`src/rtl/lif_pkg.sv`:
```
// Shared types, default parameters and the saturating adder for the LIF neuron array.
package lif_pkg;

  typedef enum logic {
    INTEGRATE  = 1'b0,
    REFRACTORY = 1'b1
  } lif_state_e;

  localparam int DEF_NCH          = 4;
  localparam int DEF_WIDTH        = 8;
  localparam int DEF_LEAK_SHIFT   = 4;
  localparam int DEF_REFRAC_STEPS = 2;
  localparam int DEF_CNT_W        = 8;

  // Widest membrane supported by sat_add.
  localparam int MAX_W = 32;

  // Unsigned a + b clamped to 2^width - 1 (width <= MAX_W).
  function automatic logic [MAX_W-1:0] sat_add(input logic [MAX_W-1:0] a,
                                               input logic [MAX_W-1:0] b,
                                               input int               width);
    logic [MAX_W:0] sum;
    logic [MAX_W:0] lim;
    sum = {1'b0, a} + {1'b0, b};
    lim = ((MAX_W + 1)'(1) << width) - (MAX_W + 1)'(1);
    return (sum > lim) ? lim[MAX_W-1:0] : sum[MAX_W-1:0];
  endfunction

endpackage

```
`src/rtl/lif_neuron_array_core.sv`:
```
// One leaky integrate-and-fire channel: leak, saturating integrate, fire, refractory hold.
// Optional per-channel spike counter when LIF_SPIKE_COUNT_EN is defined.
module lif_core
  import lif_pkg::*;
#(
  parameter int WIDTH        = DEF_WIDTH,
  parameter int LEAK_SHIFT   = DEF_LEAK_SHIFT,
  parameter int REFRAC_STEPS = DEF_REFRAC_STEPS,
  parameter int CNT_W        = DEF_CNT_W
) (
  input  logic             clk,
  input  logic             rst,
  input  logic             step,
  input  logic [WIDTH-1:0] current,
  input  logic [WIDTH-1:0] thresh,
  output logic             spike,
  output logic [WIDTH-1:0] state
`ifdef LIF_SPIKE_COUNT_EN
  ,
  output logic [CNT_W-1:0] spike_count
`endif
);

  localparam int RC_W = (REFRAC_STEPS > 0) ? $clog2(REFRAC_STEPS + 1) : 1;

  if (LEAK_SHIFT < 1 || LEAK_SHIFT >= WIDTH) begin : g_bad_leak
    $error("lif_core: LEAK_SHIFT must be in 1..WIDTH-1");
  end
  if (WIDTH > MAX_W || CNT_W < 1) begin : g_bad_width
    $error("lif_core: WIDTH exceeds MAX_W or CNT_W < 1");
  end

  lif_state_e       fsm_q, fsm_d;
  logic [RC_W-1:0]  rc_q, rc_d;
  logic [WIDTH-1:0] v_d;
  logic             spike_d;
  logic [WIDTH-1:0] leaked;
  logic [WIDTH-1:0] integ;

  // NOTE: every variable gets a default before the case so no latch is inferred.
  always_comb begin
    fsm_d   = fsm_q;
    rc_d    = rc_q;
    v_d     = state;
    spike_d = 1'b0;
    leaked  = state - (state >> LEAK_SHIFT);
    integ   = WIDTH'(sat_add(MAX_W'(leaked), MAX_W'(current), WIDTH));
    if (step) begin
      unique case (fsm_q)
        INTEGRATE: begin
          if (integ >= thresh) begin
            spike_d = 1'b1;
            v_d     = '0;
            if (REFRAC_STEPS > 0) begin
              fsm_d = REFRACTORY;
              rc_d  = RC_W'(REFRAC_STEPS);
            end
          end else begin
            v_d = integ;
          end
        end
        REFRACTORY: begin
          // Current is ignored on every refractory step, including the last.
          v_d  = '0;
          rc_d = rc_q - RC_W'(1);
          if (rc_q == RC_W'(1)) fsm_d = INTEGRATE;
        end
        default: fsm_d = INTEGRATE;
      endcase
    end
  end

  // NOTE: sequential state uses non-blocking assignments only.
  always_ff @(posedge clk) begin
    if (rst) begin
      fsm_q <= INTEGRATE;
      rc_q  <= '0;
      state <= '0;
      spike <= 1'b0;
    end else begin
      fsm_q <= fsm_d;
      rc_q  <= rc_d;
      state <= v_d;
      spike <= spike_d;
    end
  end

`ifdef LIF_SPIKE_COUNT_EN
  // Counts alongside the spike register so both become visible together.
  always_ff @(posedge clk) begin
    if (rst)          spike_count <= '0;
    else if (spike_d) spike_count <= spike_count + CNT_W'(1);
  end
`endif

endmodule

```
`src/rtl/lif_neuron_array.sv`:
```
// Array of NCH independent LIF channels sharing one step strobe; out_valid follows each step.
// Optional spike counters are enabled by defining LIF_SPIKE_COUNT_EN.
module lif_neuron_array
  import lif_pkg::*;
#(
  parameter int NCH          = DEF_NCH,
  parameter int WIDTH        = DEF_WIDTH,
  parameter int LEAK_SHIFT   = DEF_LEAK_SHIFT,
  parameter int REFRAC_STEPS = DEF_REFRAC_STEPS,
  parameter int CNT_W        = DEF_CNT_W
) (
  input  logic                 clk,
  input  logic                 rst,
  input  logic                 in_valid,
  input  logic [NCH*WIDTH-1:0] current,
  input  logic [WIDTH-1:0]     thresh,
  output logic                 out_valid,
  output logic [NCH-1:0]       spike,
  output logic [NCH*WIDTH-1:0] state
`ifdef LIF_SPIKE_COUNT_EN
  ,
  output logic [NCH*CNT_W-1:0] spike_count
`endif
);

  always_ff @(posedge clk) begin
    if (rst) out_valid <= 1'b0;
    else     out_valid <= in_valid;
  end

  for (genvar i = 0; i < NCH; i++) begin : g_ch
    lif_core #(
      .WIDTH       (WIDTH),
      .LEAK_SHIFT  (LEAK_SHIFT),
      .REFRAC_STEPS(REFRAC_STEPS),
      .CNT_W       (CNT_W)
    ) u_core (
      .clk        (clk),
      .rst        (rst),
      .step       (in_valid),
      .current    (current[i*WIDTH +: WIDTH]),
      .thresh     (thresh),
      .spike      (spike[i]),
      .state      (state[i*WIDTH +: WIDTH])
`ifdef LIF_SPIKE_COUNT_EN
      ,
      .spike_count(spike_count[i*CNT_W +: CNT_W])
`endif
    );
  end

endmodule

```
`config.mk`:
```
export PLATFORM = sky130hd
export DESIGN_NAME = lif_neuron_array
export DESIGN_NICKNAME = d
export VERILOG_FILES = /design/src/rtl/lif_pkg.sv /design/src/rtl/lif_neuron_array_core.sv /design/src/rtl/lif_neuron_array.sv
export SDC_FILE = /design/constraint.sdc
export NUM_CORES = 1
export LEC_CHECK = 0
export CAP_MARGIN = 20
export CORE_MARGIN = 3
export CORE_UTILIZATION = 40
export DETAILED_ROUTE_END_ITERATION = 6
export PLACE_DENSITY = 0.71
export SETUP_SLACK_MARGIN = 0.5
export SLEW_MARGIN = 5
export SYNTH_ARGS = -nofsm -noshare
export SYNTH_HDL_FRONTEND = slang
export SYNTH_SLANG_ARGS = --single-unit
```
`constraint.sdc`:
```
create_clock -name clk -period 8.49 [get_ports clk]
set_input_delay 2.547 -clock clk [delete_from_list [all_inputs] [get_ports clk]]
set_output_delay 2.547 -clock clk [all_outputs]
set_load 0.1 [all_outputs]
```
### Yosys cells after proc, flatten, opt, wreduce, memory -nomap -nowiden

Cells that the tools add are included.

| storage, ports and cells | value |
|---|---|
| flip-flop bits (word level) | 49 |
| bits of input ports | 43 |

| cells by class | value |
|---|---|
| $lt $le $gt $ge | 8 |
| bitwise operators | 5 |
| multiplexer cells | 32 |
| eq/ne operators | 8 |
| reductions and logical operators | 8 |
| add/sub/neg operators | 12 |

Operators with widths:

| operator | count |
|---|---|
| $mux W8 | 8 |
| $pmux W8 S2 | 4 |
| $add A8 B8 Y9 | 4 |
| $gt A9 B8 Y1 const B | 4 |
| $ge A8 B8 Y1 | 4 |
| $sub A8 B4 Y8 | 4 |
| $pmux W2 S2 | 4 |
| $reduce_or A3 Y1 | 4 |
| $eq A2 B1 Y1 const B | 4 |
| $mux W1 | 8 |
| $mux W2 | 4 |
| $ne A2 B1 Y1 const B | 4 |
| $pmux W1 S2 | 4 |
| $reduce_and A2 Y1 | 4 |
| $sub A2 B1 Y2 const B | 4 |
| $not A1 Y1 | 5 |

### Logic depth before layout (Yosys ltp)

| logic depth | value |
|---|---|
| word-level depth | 7 |
| depth in mapped cells | 20 |
| depth with buffers taken out | 20 |

### By module

From an unflattened synthesis, not the netlist that was laid out.

| unflattened totals | value |
|---|---|
| cell total of the unflattened synthesis | 583 |
| area total of the unflattened synthesis | 5061.1 µm² |

Modules (own cells, without submodules):

| module | seq. area each (µm²) | cells each | times used | area an instance (µm²) |
|---|---|---|---|---|
| lif_core (g_ch[0].u_core ...) | 240.2 | 144 | 3 | 1256.2 |
| lif_core (g_ch[1].u_core) | 240.2 | 149 | 1 | 1258.7 |
| lif_neuron_array | 20.0 | 2 | 1 | 33.8 |

### Worst setup path after synthesis

Ideal clock, no wire load.

| timing path | value |
|---|---|
| path type | in2reg |
| start point | input current[16] |
| end point | register g_ch[2].u_core.state[4] |
| data arrival time | 5.439 ns |
| setup time | 0.065 ns |
| stages on the path | 13 |
| buffers on the path | 0 |
| setup slack | 2.986 ns |
| cell sequence | ha_1 inv_1 fa_1 nand2b_1 a21o_1 a211oi_1 nor3_1 ha_1 nand2b_1 a21o_1 a211o_1 a21oi_1 a32o_1 |

| between the ends | value |
|---|---|
| cells in the longest elaborated chain, start to end | 6 |

RTL lines:

| element | line | RTL |
|---|---|---|
| start, declared | lif_neuron_array.sv:15 | `input logic [NCH*WIDTH-1:0] current,` |
| $add A8 B8 Y9 * | lif_pkg.sv:24 | `sum = {1'b0, a} + {1'b0, b};` |
| $gt A9 B8 Y1 | lif_pkg.sv:26 | `return (sum > lim) ? lim[MAX_W-1:0] : sum[MAX_W-1:0];` |
| $mux W8 * | lif_pkg.sv:26 |  |
| $ge A8 B8 Y1 | lif_neuron_array_core.sv:51 | `if (integ >= thresh) begin` |
| $mux W8 * | lif_neuron_array_core.sv:51 |  |
| $pmux W8 S2 * | lif_neuron_array_core.sv:49 | `unique case (fsm_q)` |
| end signal, assigned | lif_neuron_array_core.sv:83 | `state <= v_d;` |
| end, declared | lif_neuron_array_core.sv:17 | `output logic [WIDTH-1:0] state` |

Mark *: on every way between the ends. The rest lies on a longest branch, timed or not.
A chain may end at the register's enable or synchronous reset.

### Worst setup path in the final report

Ends and elaborated chain as after synthesis.

==> impl_metrics.tcl <==
set metrics [dict create \
    status "finished clean" \
    grt_pass1_wl_mm 21.48 \
    syn_inst 626 \
    drt-pass1-iter-count 4 \
    finalCritPeriodShare 0.7118 \
    fp.dieW_um 117.3 \
    required_ns 8.72 \
    ant_nets 0 \
    num-fill-cells 1181 \
    port_buffers 79 \
    critical_path.max_stage_delay_ns 0.54 \
    place_congestion 0.8406 \
    hold_violations 0 \
    rrSetupSlack_ns 3.62 \
    initial_core_util 0.4111 \
    reg2reg_to "g_ch[1].u_core.state[7]$_SDFFE_PP0P_" \
    min_period_ns 6.043 \
    netlist_area_um2 4959 \
    r2r-start "g_ch[1].u_core.state[5]$_SDFFE_PP0P_" \
    grt_antenna_before_repair 0 \
    cts_buffer_depth 2 \
    fp-row-count 40 \
    drcViolationCount 0 \
    postCtsSetupBuffers 0 \
    num_io_pins 80 \
    vias_per_cell 5.447 \
    min_path_type "register to register" \
    die_h_um 117.3 \
    clk_pin_slew_ns 0.06 \
    r2r_cells 18 \
    cts_root_buf "clkbuf_16" \
    grt_usage 0.1832 \
    holdPathStages 2 \
    crit_chain "clkdlybuf4s50_1 > ha_1 > inv_1 > fa_1 > nand2b_1 > a21o_1 > a211oi_1 > nor3_1 > ha_1 > nand2b_1 > a21o_1 > a211o_1 > a21oi_1 > a32o_1" \
    arrival_ns 6.27 \
    dpl.hpwl_mm 10.36 \
    syn_avg_cell_area_um2 7.921 \
    fmax_mhz 165.5 \
    yosysTopAreaCellShare 0.2120 \
    yosysWarnings 0 \
    totalWireLength_mm 12.75 \
    synthToLayoutAreaGrowth_pct 21.90 \
    vias 4728 \
    core_um2 12060 \
    endpoint_kind "register" \
    drive_gt1_frac 0.02286 \
    synth_cell_types 57 \
    setup_violations 0 \
    syn_nets 761 \
    finish.utilization 0.5011 \
    synth_edf_count 0 \
    grt_max_degree 21 \
    ys_ff_latch 49 \
    wire_per_inst_um 14.69 \
    slowest_stage "a211oi_1" \
    crit_type "input port to register" \
    cts_sinks 49 \
    die_area_um2 13770 \
    path_depth 14 \
    max-slew-margin-rel 0.3391 \
    ys_top_cells_by_count "84 x ha_1, 75 x inv_1, 54 x nand2_1" \
    yosys-top-cells-area "ha_1 21%, dfxtp_1 20%, inv_1 5.7%" \
    ys_async_sr_fraction 0 \
    slew_violations 0 \
    startpoint_type "input port" \
    yosys.area.top_type "ha_1" \
    finalClockSkew_ns 0.004213 \
    synth-seq-area-share 0.1978 \
    cts_hold_buffers 0 \
    h-tree-depth 2 \
    min_from "g_ch[3].u_core.rc_q[1]$_SDFFE_PP0P_" \
    fin_tns_setup_ns 0 \
    grt_setup_unrepaired "false" \
    n_antenna_cell 0 \
    holdPathEnd "g_ch[3].u_core.rc_q[1]$_SDFFE_PP0P_" \
    grt_pass1_vias 4683 \
    clk_latency_ns 0.29 \
    cap_violations 0 \
    cp_num_buf_inv 2 \
    tightest_slew_ns 0.9882 \
    numCtsBuffers 5 \
    cpLargestDelayFamily "compound AO/OA/AOI/OAI gates" \
    ys.flop_type "dfxtp_1" \
    worstPathMaxFanout 6 \
    fin_nets 835 \
    cts_tree "done" \
    synth.most_common_cell "ha_1" \
    cts_resized 0 \
    drtIter0Drc 224 \
    overflow 0 \
]
==> worst max-delay path by stage <==
stage,from,end
3_5_place_dp,current[16],g_ch[2].u_core.state[4]$_SDFFE_PP0P_
5_1_grt,current[16],g_ch[2].u_core.state[5]$_SDFFE_PP0P_
4_1_cts,current[16],g_ch[2].u_core.state[4]$_SDFFE_PP0P_
3_3_place_gp,current[16],g_ch[2].u_core.state[4]$_SDFFE_PP0P_
6_report,current[16],g_ch[2].u_core.state[4]$_SDFFE_PP0P_
2_1_floorplan,current[16],g_ch[2].u_core.state[4]$_SDFFE_PP0P_
==> per-stage QoR <==
step | cells | hold slack [ns] | instance area, µm² | worst slack (ns)
2_1_floorplan | 626 | 0.4479 | 4959 | 2.986
3_3_place_gp | 861 | 0.4612 | 5902 | 2.242
3_5_place_dp | 861 | 0.4835 | 5902 | 2.140
4_1_cts | 868 | 0.4918 | 6045 | 2.427
5_1_grt | 868 | 0.5072 | 6045 | 2.209
6_report | 868 | 0.4858 | 6045 | 2.447
==> layer usage <==
| metal | track usage | wire length [µm] | part of all wire |
|---|---|---|---|
| met1 | 0.2208 | 5610 | 0.44 |
| met2 | 0.3454 | 6437 | 0.50 |
| met3 | 0.02314 | 524 | 0.041 |
| met4 | 0.04179 | 176 | 0.014 |
| met5 | 0 | 0 | 0 |
==> cells in the final DEF (no fill, tap or decap), types with 6 or more instances in the layout <==
cell type / n
and3_1: 8
a21oi_1: 41
nor3_1: 21
dfxtp_1: 49
ha_1: 84
a21boi_0: 6
nor2_1: 27
o21ai_0: 50
clkdlybuf4s50_1: 79
o211ai_1: 6
nor2b_1: 14
nand2b_1: 15
or3_1: 15
xnor2_1: 24
nand2_1: 54
a21o_1: 12
a211oi_1: 10
inv_1: 75
xor2_1: 7
a32o_1: 6
fa_1: 8
a211o_1: 8
o21a_1: 6
nor3b_1: 8
==> area by class of cell <==
class	count	area, µm²	share of cell area
well taps	168	210.2	0.03478
repair buffers	80	798.3	0.1321
multi-input cells	489	3631	0.6007
clock buffers	7	142.6	0.02360
inverters	75	281.5	0.04657
flip-flops and latches	49	980.9	0.1623
==> logic make-up after synthesis <==
logic type | count (synthesis) | synth area share
DFF | 49 | 0.1978
and+or+nand+nor | 184 | 0.1893
adders and majority gates | 92 | 0.2443
AOI/OAI and AO/OA | 178 | 0.2352
xor gates and xnor gates | 31 | 0.05476
muxes | 4 | 0.008327
buffers and inverters | 88 | 0.07040
==> registers in the layout (all words and copies together), names as in the netlist <==
signal,count
g_ch.u_core.fsm_q,4
out_valid,1
g_ch.u_core.spike,4
g_ch.u_core.state,32
g_ch.u_core.rc_q,8
==> worst reg2reg max path, stage by stage (launching register included) <==
cell      delay [ns]
dfxtp_1         0.47
inv_1           0.13
ha_1            0.28
nor2b_1         0.12
o21ai_0         0.22
a21boi_0        0.20
nor3_1          0.22
xnor2_1         0.18
ha_1            0.36
a21oi_1         0.20
o21a_1          0.24
o21ai_0         0.19
a2111o_1        0.46
ha_1            0.30
nand2_1         0.10
o21ai_0         0.14
a211oi_1        0.57
nand2_1         0.21
a22oi_1         0.21
Power is not shown: default switching activity piles up to over one toggle a cycle in this logic, so the estimate is an artifact.
